[src/rtl/alarm_bank.sv]
`default_nettype none
// ============================================================================
//  Module   : alarm_bank
//  Brief    : Multi-slot daily alarm engine. Each slot stores an hh:mm:ss
//             alarm time and runs its own DISABLED/ARMED/RINGING/SNOOZED
//             state machine against the live 24-hour time. One clk edge is
//             one second. All outputs are registered from the slot state,
//             so a match sampled on edge t shows on the outputs after t+1.
//  Options  : ALARM_BANK_SNOOZE_EN - when defined, the snooze input and the
//             SNOOZED state are built; otherwise snooze is ignored.
//  Revision : 1.0 - initial release
// ============================================================================
module alarm_bank #(
    parameter int NUM_ALARMS = 4,
    parameter int IDX_W      = 2,
    parameter int RING_SECS  = 60,
    parameter int SNOOZE_MIN = 5
) (
    input  logic                  clk,
    input  logic                  reset,
    input  logic [7:0]            current_24_hour,
    input  logic [7:0]            current_24_min,
    input  logic [7:0]            current_24_sec,
    input  logic                  wr_en,
    input  logic [IDX_W-1:0]      wr_idx,
    input  logic [7:0]            wr_hour,
    input  logic [7:0]            wr_min,
    input  logic [7:0]            wr_sec,
    input  logic                  wr_enable,
    input  logic                  snooze,
    input  logic                  dismiss,
    output logic                  alarm_buzzer,
    output logic [NUM_ALARMS-1:0] ringing_mask,
    output logic [NUM_ALARMS-1:0] armed_mask,
    output logic [IDX_W-1:0]      active_idx,
    output logic                  wr_err
);

    // Counter is shared between ring timeout and snooze interval.
    localparam int c_SNOOZE_CYC = SNOOZE_MIN * 60;
    localparam int c_CNT_MAX    = (RING_SECS > c_SNOOZE_CYC) ? RING_SECS : c_SNOOZE_CYC;
    localparam int CNT_W        = $clog2(c_CNT_MAX + 1);

    localparam logic [CNT_W-1:0] c_RING_LOAD = CNT_W'(RING_SECS);
    localparam logic [CNT_W-1:0] c_CNT_ONE   = CNT_W'(1);
`ifdef ALARM_BANK_SNOOZE_EN
    localparam logic [CNT_W-1:0] c_SNOOZE_LOAD = CNT_W'(c_SNOOZE_CYC);
`endif

    typedef enum logic [1:0] {
        ST_DISABLED = 2'd0,
        ST_ARMED    = 2'd1,
        ST_RINGING  = 2'd2,
        ST_SNOOZED  = 2'd3
    } slot_state_t;

    logic                  w_idx_ok;
    logic                  w_time_ok;
    logic                  w_wr_ok;
    logic                  w_wr_rej;
    logic [NUM_ALARMS-1:0] w_ring_vec;
    logic [NUM_ALARMS-1:0] w_armed_vec;
    logic [IDX_W-1:0]      w_active_idx;

`ifndef ALARM_BANK_SNOOZE_EN
    // Snooze has no function in this build; keep the port but consume it.
    logic w_unused_snooze;
    assign w_unused_snooze = snooze;
`endif

    // A write is only legal for an existing slot and a valid time of day.
    assign w_idx_ok  = (int'(wr_idx) < NUM_ALARMS);
    assign w_time_ok = (wr_hour <= 8'd23) && (wr_min <= 8'd59) && (wr_sec <= 8'd59);
    assign w_wr_ok   = wr_en && w_idx_ok && w_time_ok;
    assign w_wr_rej  = wr_en && !(w_idx_ok && w_time_ok);

    genvar gi;
    generate
        for (gi = 0; gi < NUM_ALARMS; gi++) begin : g_slot
            slot_state_t      r_state;
            slot_state_t      w_state_nxt;
            logic [CNT_W-1:0] r_cnt;
            logic [CNT_W-1:0] w_cnt_nxt;
            logic [7:0]       r_hour;
            logic [7:0]       r_min;
            logic [7:0]       r_sec;
            logic             w_sel;
            logic             w_match;

            assign w_sel   = w_wr_ok && (int'(wr_idx) == gi);
            assign w_match = (current_24_hour == r_hour) &&
                             (current_24_min  == r_min)  &&
                             (current_24_sec  == r_sec);

            // Next-state and counter; a write to this slot wins over everything.
            always_comb begin
                w_state_nxt = r_state;
                w_cnt_nxt   = r_cnt;
                if (w_sel) begin
                    w_state_nxt = wr_enable ? ST_ARMED : ST_DISABLED;
                    w_cnt_nxt   = '0;
                end else begin
                    case (r_state)
                        ST_ARMED: begin
                            if (w_match) begin
                                w_state_nxt = ST_RINGING;
                                w_cnt_nxt   = c_RING_LOAD;
                            end
                        end
                        ST_RINGING: begin
                            if (dismiss) begin
                                w_state_nxt = ST_ARMED;
                                w_cnt_nxt   = '0;
`ifdef ALARM_BANK_SNOOZE_EN
                            end else if (snooze) begin
                                w_state_nxt = ST_SNOOZED;
                                w_cnt_nxt   = c_SNOOZE_LOAD;
`endif
                            end else if (r_cnt <= c_CNT_ONE) begin
                                w_state_nxt = ST_ARMED;
                                w_cnt_nxt   = '0;
                            end else begin
                                w_cnt_nxt = r_cnt - c_CNT_ONE;
                            end
                        end
`ifdef ALARM_BANK_SNOOZE_EN
                        ST_SNOOZED: begin
                            if (dismiss) begin
                                w_state_nxt = ST_ARMED;
                                w_cnt_nxt   = '0;
                            end else if (r_cnt <= c_CNT_ONE) begin
                                w_state_nxt = ST_RINGING;
                                w_cnt_nxt   = c_RING_LOAD;
                            end else begin
                                w_cnt_nxt = r_cnt - c_CNT_ONE;
                            end
                        end
`endif
                        default: begin
                            w_state_nxt = r_state;
                            w_cnt_nxt   = r_cnt;
                        end
                    endcase
                end
            end

            // Slot state, counter and stored alarm time.
            always_ff @(posedge clk) begin
                if (reset) begin
                    r_state <= ST_DISABLED;
                    r_cnt   <= '0;
                    r_hour  <= '0;
                    r_min   <= '0;
                    r_sec   <= '0;
                end else begin
                    r_state <= w_state_nxt;
                    r_cnt   <= w_cnt_nxt;
                    if (w_sel) begin
                        r_hour <= wr_hour;
                        r_min  <= wr_min;
                        r_sec  <= wr_sec;
                    end
                end
            end

            assign w_ring_vec[gi]  = (r_state == ST_RINGING);
            assign w_armed_vec[gi] = (r_state != ST_DISABLED);
        end
    endgenerate

    // Lowest-index ringing slot, 0 when nothing rings.
    always_comb begin
        w_active_idx = '0;
        for (int j = NUM_ALARMS - 1; j >= 0; j--) begin
            if (w_ring_vec[j]) begin
                w_active_idx = IDX_W'(j);
            end
        end
    end

    // Output register stage.
    always_ff @(posedge clk) begin
        if (reset) begin
            alarm_buzzer <= 1'b0;
            ringing_mask <= '0;
            armed_mask   <= '0;
            active_idx   <= '0;
            wr_err       <= 1'b0;
        end else begin
            alarm_buzzer <= |w_ring_vec;
            ringing_mask <= w_ring_vec;
            armed_mask   <= w_armed_vec;
            active_idx   <= w_active_idx;
            wr_err       <= w_wr_rej;
        end
    end

endmodule
`default_nettype wire

[config.mk]
export PLATFORM = sky130hd
export DESIGN_NAME = alarm_bank
export DESIGN_NICKNAME = d
export VERILOG_FILES = /design/src/rtl/alarm_bank.sv
export SDC_FILE = /design/constraint.sdc
export NUM_CORES = 1
export LEC_CHECK = 0
export CORE_MARGIN = 5
export CORE_UTILIZATION = 57
export CTS_CLUSTER_DIAMETER = 50
export DETAILED_ROUTE_END_ITERATION = 8
export GPL_TIMING_DRIVEN = 0
export PLACE_DENSITY = 0.79
export SLEW_MARGIN = 15
export SYNTH_ARGS = -nofsm -noshare
export SYNTH_HDL_FRONTEND = slang
export SYNTH_SLANG_ARGS = --single-unit
[constraint.sdc]
create_clock -name clk -period 2.4 [get_ports clk]
set_input_delay 0.48 -clock clk [delete_from_list [all_inputs] [get_ports clk]]
set_output_delay 0.48 -clock clk [all_outputs]
set_load 0.01 [all_outputs]
# After elaboration in Yosys (flattened, before gate mapping)
# Cells that the tools add are included.
[totals]
register_bits = 152
inputBits = 56
output_inout_bits = 12
word_cells = 157
[classes]
eq_ne = 35
n_addsub = 4
n_lt_le_gt_ge = 7
n_reduce_logical = 45
mux = 40
[op_table]
columns = ["operator", "count"]
rows = [
  ["$mux 9", 12],
  ["$eq 8x8->1", 12],
  ["$pmux 9 s2", 4],
  ["$le 9x1->1 const B", 4],
  ["$mux 2", 18],
  ["$sub 9x1->9 const B", 4],
  ["$le 8x6->1 const B", 2],
  ["$logic_and 1x1->1", 16],
  ["$ne 4x2->1 const B", 4],
  ["$pmux 2 s2", 4],
  ["$reduce_bool 2->1", 8],
  ["$eq 2x2->1 const B", 6],
  ["$ne 3x3->1 const B", 4],
  ["$reduce_and 3->1", 4],
  ["$reduce_bool 3->1", 4],
  ["$eq 2x1->1 const B", 5],
  ["$reduce_or 2->1", 5],
  ["$le 8x5->1 const B", 1],
  ["$ne 2x2->1 const B", 4],
  ["$reduce_and 2->1", 4],
  ["$reduce_or 4->1", 1],
  ["$reduce_or 3->1", 1],
  ["$logic_not 2->1", 1],
  ["$mux 1", 2],
  ["$logic_not 1->1", 1],
]

# Depth between registers and ports, before layout
[depth]
depth_word = 7
mapped_depth = 8
depth_no_buf = 7

# Worst setup path before layout
# No wires, ideal clock.
[synth_path]
kind = "input-to-reg"
startpoint = "input port wr_sec[6]"
endpoint = "register g_slot[3].r_hour[0]"
n_path_buf = 3
setup_ns = 0.132
stages = 8
path_slack_ns = 0.386
t_arrival_ns = 1.882
t_required_ns = 2.268
path_cell_list = "nor4_1 and3_1 buf_2 buf_2 nand4_1 clkbuf_1 nand2_1 a21oi_1"
[synth_between]
elab_chain_len = 4
[synth_rtl]
columns = ["item", "line", "text"]
rows = [
  ["start, declared", "28", "input logic [7:0] wr_sec,"],
  ["$le 8x6->1", "73", "assign w_time_ok = (wr_hour <= 8'd23) && (wr_min <= 8'd59) && (wr_sec <= 8'd59);"],
  ["$logic_and 1x1->1", "73", ""],
  ["$logic_and 1x1->1", "74", "assign w_wr_ok = wr_en && w_idx_ok && w_time_ok;"],
  ["$logic_and 1x1->1", "90", "assign w_sel = w_wr_ok && (int'(wr_idx) == gi);"],
  ["end signal, assigned", "159", "r_hour <= wr_hour;"],
  ["end, declared", "84", "logic [7:0] r_hour;"],
]
# Every way passes these cells.
# A chain may end at the register's enable or synchronous reset.

# Worst setup path after layout
[layout_path]
startpoint = "input port wr_hour[6]"
endpoint = "register g_slot[1].r_state[0]"
[layout_between]
elab_chain_len = 7
elab_cells_between_ends = 10
cone_classes = "order compare (1); eq/ne (2); mux (1); reduce/logical (6)"
[layout_rtl]
columns = ["item", "line", "text"]
rows = [
  ["start, declared", "26", "input logic [7:0] wr_hour,"],
  ["$le 8x5->1 *", "73", ""],
  ["$logic_and 1x1->1 * (2 in series)", "73", ""],
  ["$logic_and 1x1->1 *", "74", ""],
  ["$logic_and 1x1->1 *", "90", ""],
  ["$ne 4x2->1 (no source line) (tied with other cells)", "n/a", ""],
  ["$reduce_and 3->1 (no source line)", "n/a", ""],
  ["end signal, assigned", "156", "r_state <= w_state_nxt;"],
  ["end, declared", "80", "slot_state_t r_state;"],
]
# Mark *: on every way between the ends. The rest lies on a longest branch, timed or not.

==> results.cfg <==
[grt]
antenna_found_initial = 0
track_usage = 0.279
grt_max_degree = 17
grt.overflow.total = 0
grt_pass1_wl_mm = 31.8
first_global_vias = 6049

[pwr]
p_per_area_mw_per_mm2 = 640
power.internal_mw = 4.40
p_total_mw = 5.64
leakage_nw = 3.37
share_seq_of_total_power = 0.448
p_sw_mw = 1.24
peakVddDrop_mv = 0.499
combPwrFrac = 0.061
swShare = 0.220
p_clk_frac = 0.491

[placed_design]
dp.cells = 1102
hpwl_mm = 14.6
gp_routability_congestion = 0.953
numPortBuffers = 64

[sta]
fmax_ghz = 0.417
fin_crit_ps = 2400
relSlewSlack = 0.479
worstMarginPinSlew_ps = 774
hold_viol = 0
fin_crit_sh = 0.999
maxSlewViolCount = 0
setup-violations-final = 0
finClkSkew_ps = 8.37

[critical_path]
worst-setup-path-type = in2reg
critPathSlowestCell = nor3_1
cp_slowest_stage_delay_ps = 480
start_kind = primary input
crit_buf_inv = 2
cp.arrival_ps = 2760
cp_top_family = simple AND/OR/NAND/NOR gates
worstPathCellList = clkdlybuf4s50_1 -> nor3_1 -> nand2_1 -> nor3_1 -> buf_2 -> o311ai_0 -> a21oi_1
critPathMaxFanout = 10
critPathCaptureType = flop
cp.required_ps = 2760
path_common_cell = nor3_1

[yosys]
synth_top_area_frac = 0.425
synthArstFlopShare = 0
synth_nets = 930
synth_edf_count = 0
synthCells = 866
ys_seq_area_frac = 0.425
synth_cell_types = 55
synth.avg_cell_area_um2 = 8.27
ys_warn_count = 0
netlist_area_mm2 = 0.00716
synthTopCellsByArea = dfxtp_1 42%, nand2_1 8.3%, xor2_1 7.0%, a21oi_1 6.2%, xnor2_1 4.9%
ys_ff_latch = 152
synth-main-ff-cell = dfxtp_1
synth_top_cell_by_area = dfxtp_1

[clocking]
htree_levels = 4
cts-root-buf = clkbuf_16
cts.hold.buffers_added = 0
clkSinkCount = 152
path_clk_slew_ps = 60
clk_latency_ps = 430
cts_tree = built
cts_buffers = 17
clock_path_buffers = 2

[floorplanning]
rows = 41
start_util = 0.575
ios = 68
die_h_um = 122
die_x_um = 122
core_area_mm2 = 0.0125
die-area_mm2 = 0.0149

[flow_run]
max_cap_viol_count = 0

[layout]
final_nets = 1018
nFillCells = 1024
multi_input_area_mm2 = 0.00403
final_cells = 1138
area_growth_pct = 22.9
layout-drive-gt1-share = 0.0787
antenna_cells = 0
seqCellArea_mm2 = 0.00304

[route]
drtIter0Drc = 669
drt-met1-wl_mm = 8.63
vias_per_cell = 5.80
drc = 0
detail-route-antenna-nets = 0
num_vias = 6599
first_pass_iters = 5
wl_mm = 20.5
dr.max_layer_used = met4
wire_per_inst_um = 18.0
met3_length_mm = 1.49
wl_met2_mm = 9.54

[run_status]
status = finished, final reports clean

[hold_path]
hold_class = reg2reg
## synth_stat cells, types with 7 or more instances
cell type,instances
nor3_1,14
nand4_1,20
and3_1,7
a21oi_1,89
xnor2_1,40
nand3_1,24
buf_2,7
nand2_1,158
and2_1,42
o21ai_0,21
o21ai_1,7
nor2_1,45
inv_1,16
xor2_1,57
clkbuf_1,27
dfxtp_1,152
a31oi_1,10
nor4_1,22
ha_1,8
## worst min-delay path: stages (launching register included)
cell     delay (ps)
dfxtp_1         310
nand2_1          50
a21oi_1          50
## layout by cell type (no fill, tap or decap), types with 9 or more instances in the layout
cell type / netlist / routed
nand3_1: 24 / 23
nor3_1: 14 / 13
clkbuf_16: 0 / 17
clkbuf_1: 27 / 18
nor4_1: 22 / 19
a31oi_1: 10 / 10
xor2_1: 57 / 57
nand2_1: 158 / 158
clkdlybuf4s50_1: 0 / 57
clkbuf_2: 0 / 9
nor2_1: 45 / 45
xnor2_1: 40 / 36
nand4_1: 20 / 20
a21oi_1: 89 / 87
o21ai_0: 21 / 21
and2_1: 42 / 42
inv_1: 16 / 16
dfxtp_1: 152 / 152
## worst paths after layout
check / start / endpoint / slack [ps] / cells after the start
max reg2reg: g_slot[0].r_cnt[1] / g_slot[0].r_cnt[5] / 310 / 7
min: g_slot[1].r_hour[0] / g_slot[1].r_hour[0] / 460 / 2
max: wr_hour[6] / g_slot[1].r_state[0] / 2 / 7
min reg2reg: g_slot[1].r_hour[0] / g_slot[1].r_hour[0] / 460 / 2
## cell families (layout without fill, tap and decap cells)
group                    after synthesis  in the layout  synth area share
AND/OR/NAND/NOR                      378            378             0.263
AO/OA/AOI/OAI                        179            179             0.150
flip-flops                           152            152             0.425
XOR/XNOR                              97             97             0.119
buffers and inverters                 51            151            0.0285
adder cells (fa/ha/maj)                8              8            0.0140
multiplexers                           1              1           0.00140
## per-layer routing
metal / GRT usage / vias up
met2: 0.442 / 278
met3: 0.0645 / 57
met4: 0.134 / 0
met5: 0 / -
met1: 0.360 / 3091
li1: - / 3173
## per-stage QoR
stage                     worst slack, ps  cell area (um^2)   util  TNS, ps  hold WS, ps
after floorplan                       386              7160      -        0          444
after global placement               -747              8020  0.643   -55350          450
after detailed placement             -739              8020  0.643   -57420          456
after CTS                           0.624              8690  0.697        0          463
after global routing                 -121              8810  0.706     -697          472
final                                1.94              8810  0.706        0          462
## power by group through the flow
stage                     sequential (mW)  clock, mW  combinational, mW
after floorplan                      2.58          0              0.123
after global placement               2.58          0              0.326
after detailed placement             2.58          0              0.326
after CTS                            2.53       2.78              0.330
after global routing                 2.52       2.89              0.361
final                                2.53       2.77              0.345
## repair_timing
item,in CTS,in global routing
buffers inserted,5,0
gates resized for setup,10,32
endpoints found under the setup margin,66,47
endpoints found under the hold margin,0,0
pin swaps,3,0
## flip-flops by register name, summed over array words and instances, names as in the netlist, 2 cells and up
signal	count
g_slot.r_cnt	36
g_slot.r_hour	32
g_slot.r_min	32
g_slot.r_sec	32
g_slot.r_state	8
armed_mask	4
ringing_mask	4
active_idx	2
## layout make-up
| cell class | count | share of cell area |
|---|---|---|
| multi-input cells | 663 | 0.457 |
| flip-flops and latches | 152 | 0.346 |
| repair buffers | 69 | 0.0790 |
| clock buffers | 23 | 0.0554 |
| well taps | 172 | 0.0244 |
| plain buffers | 35 | 0.0182 |
| clock inverters | 8 | 0.0135 |
| inverters | 16 | 0.00682 |
Power figures use the tool's default switching activity.
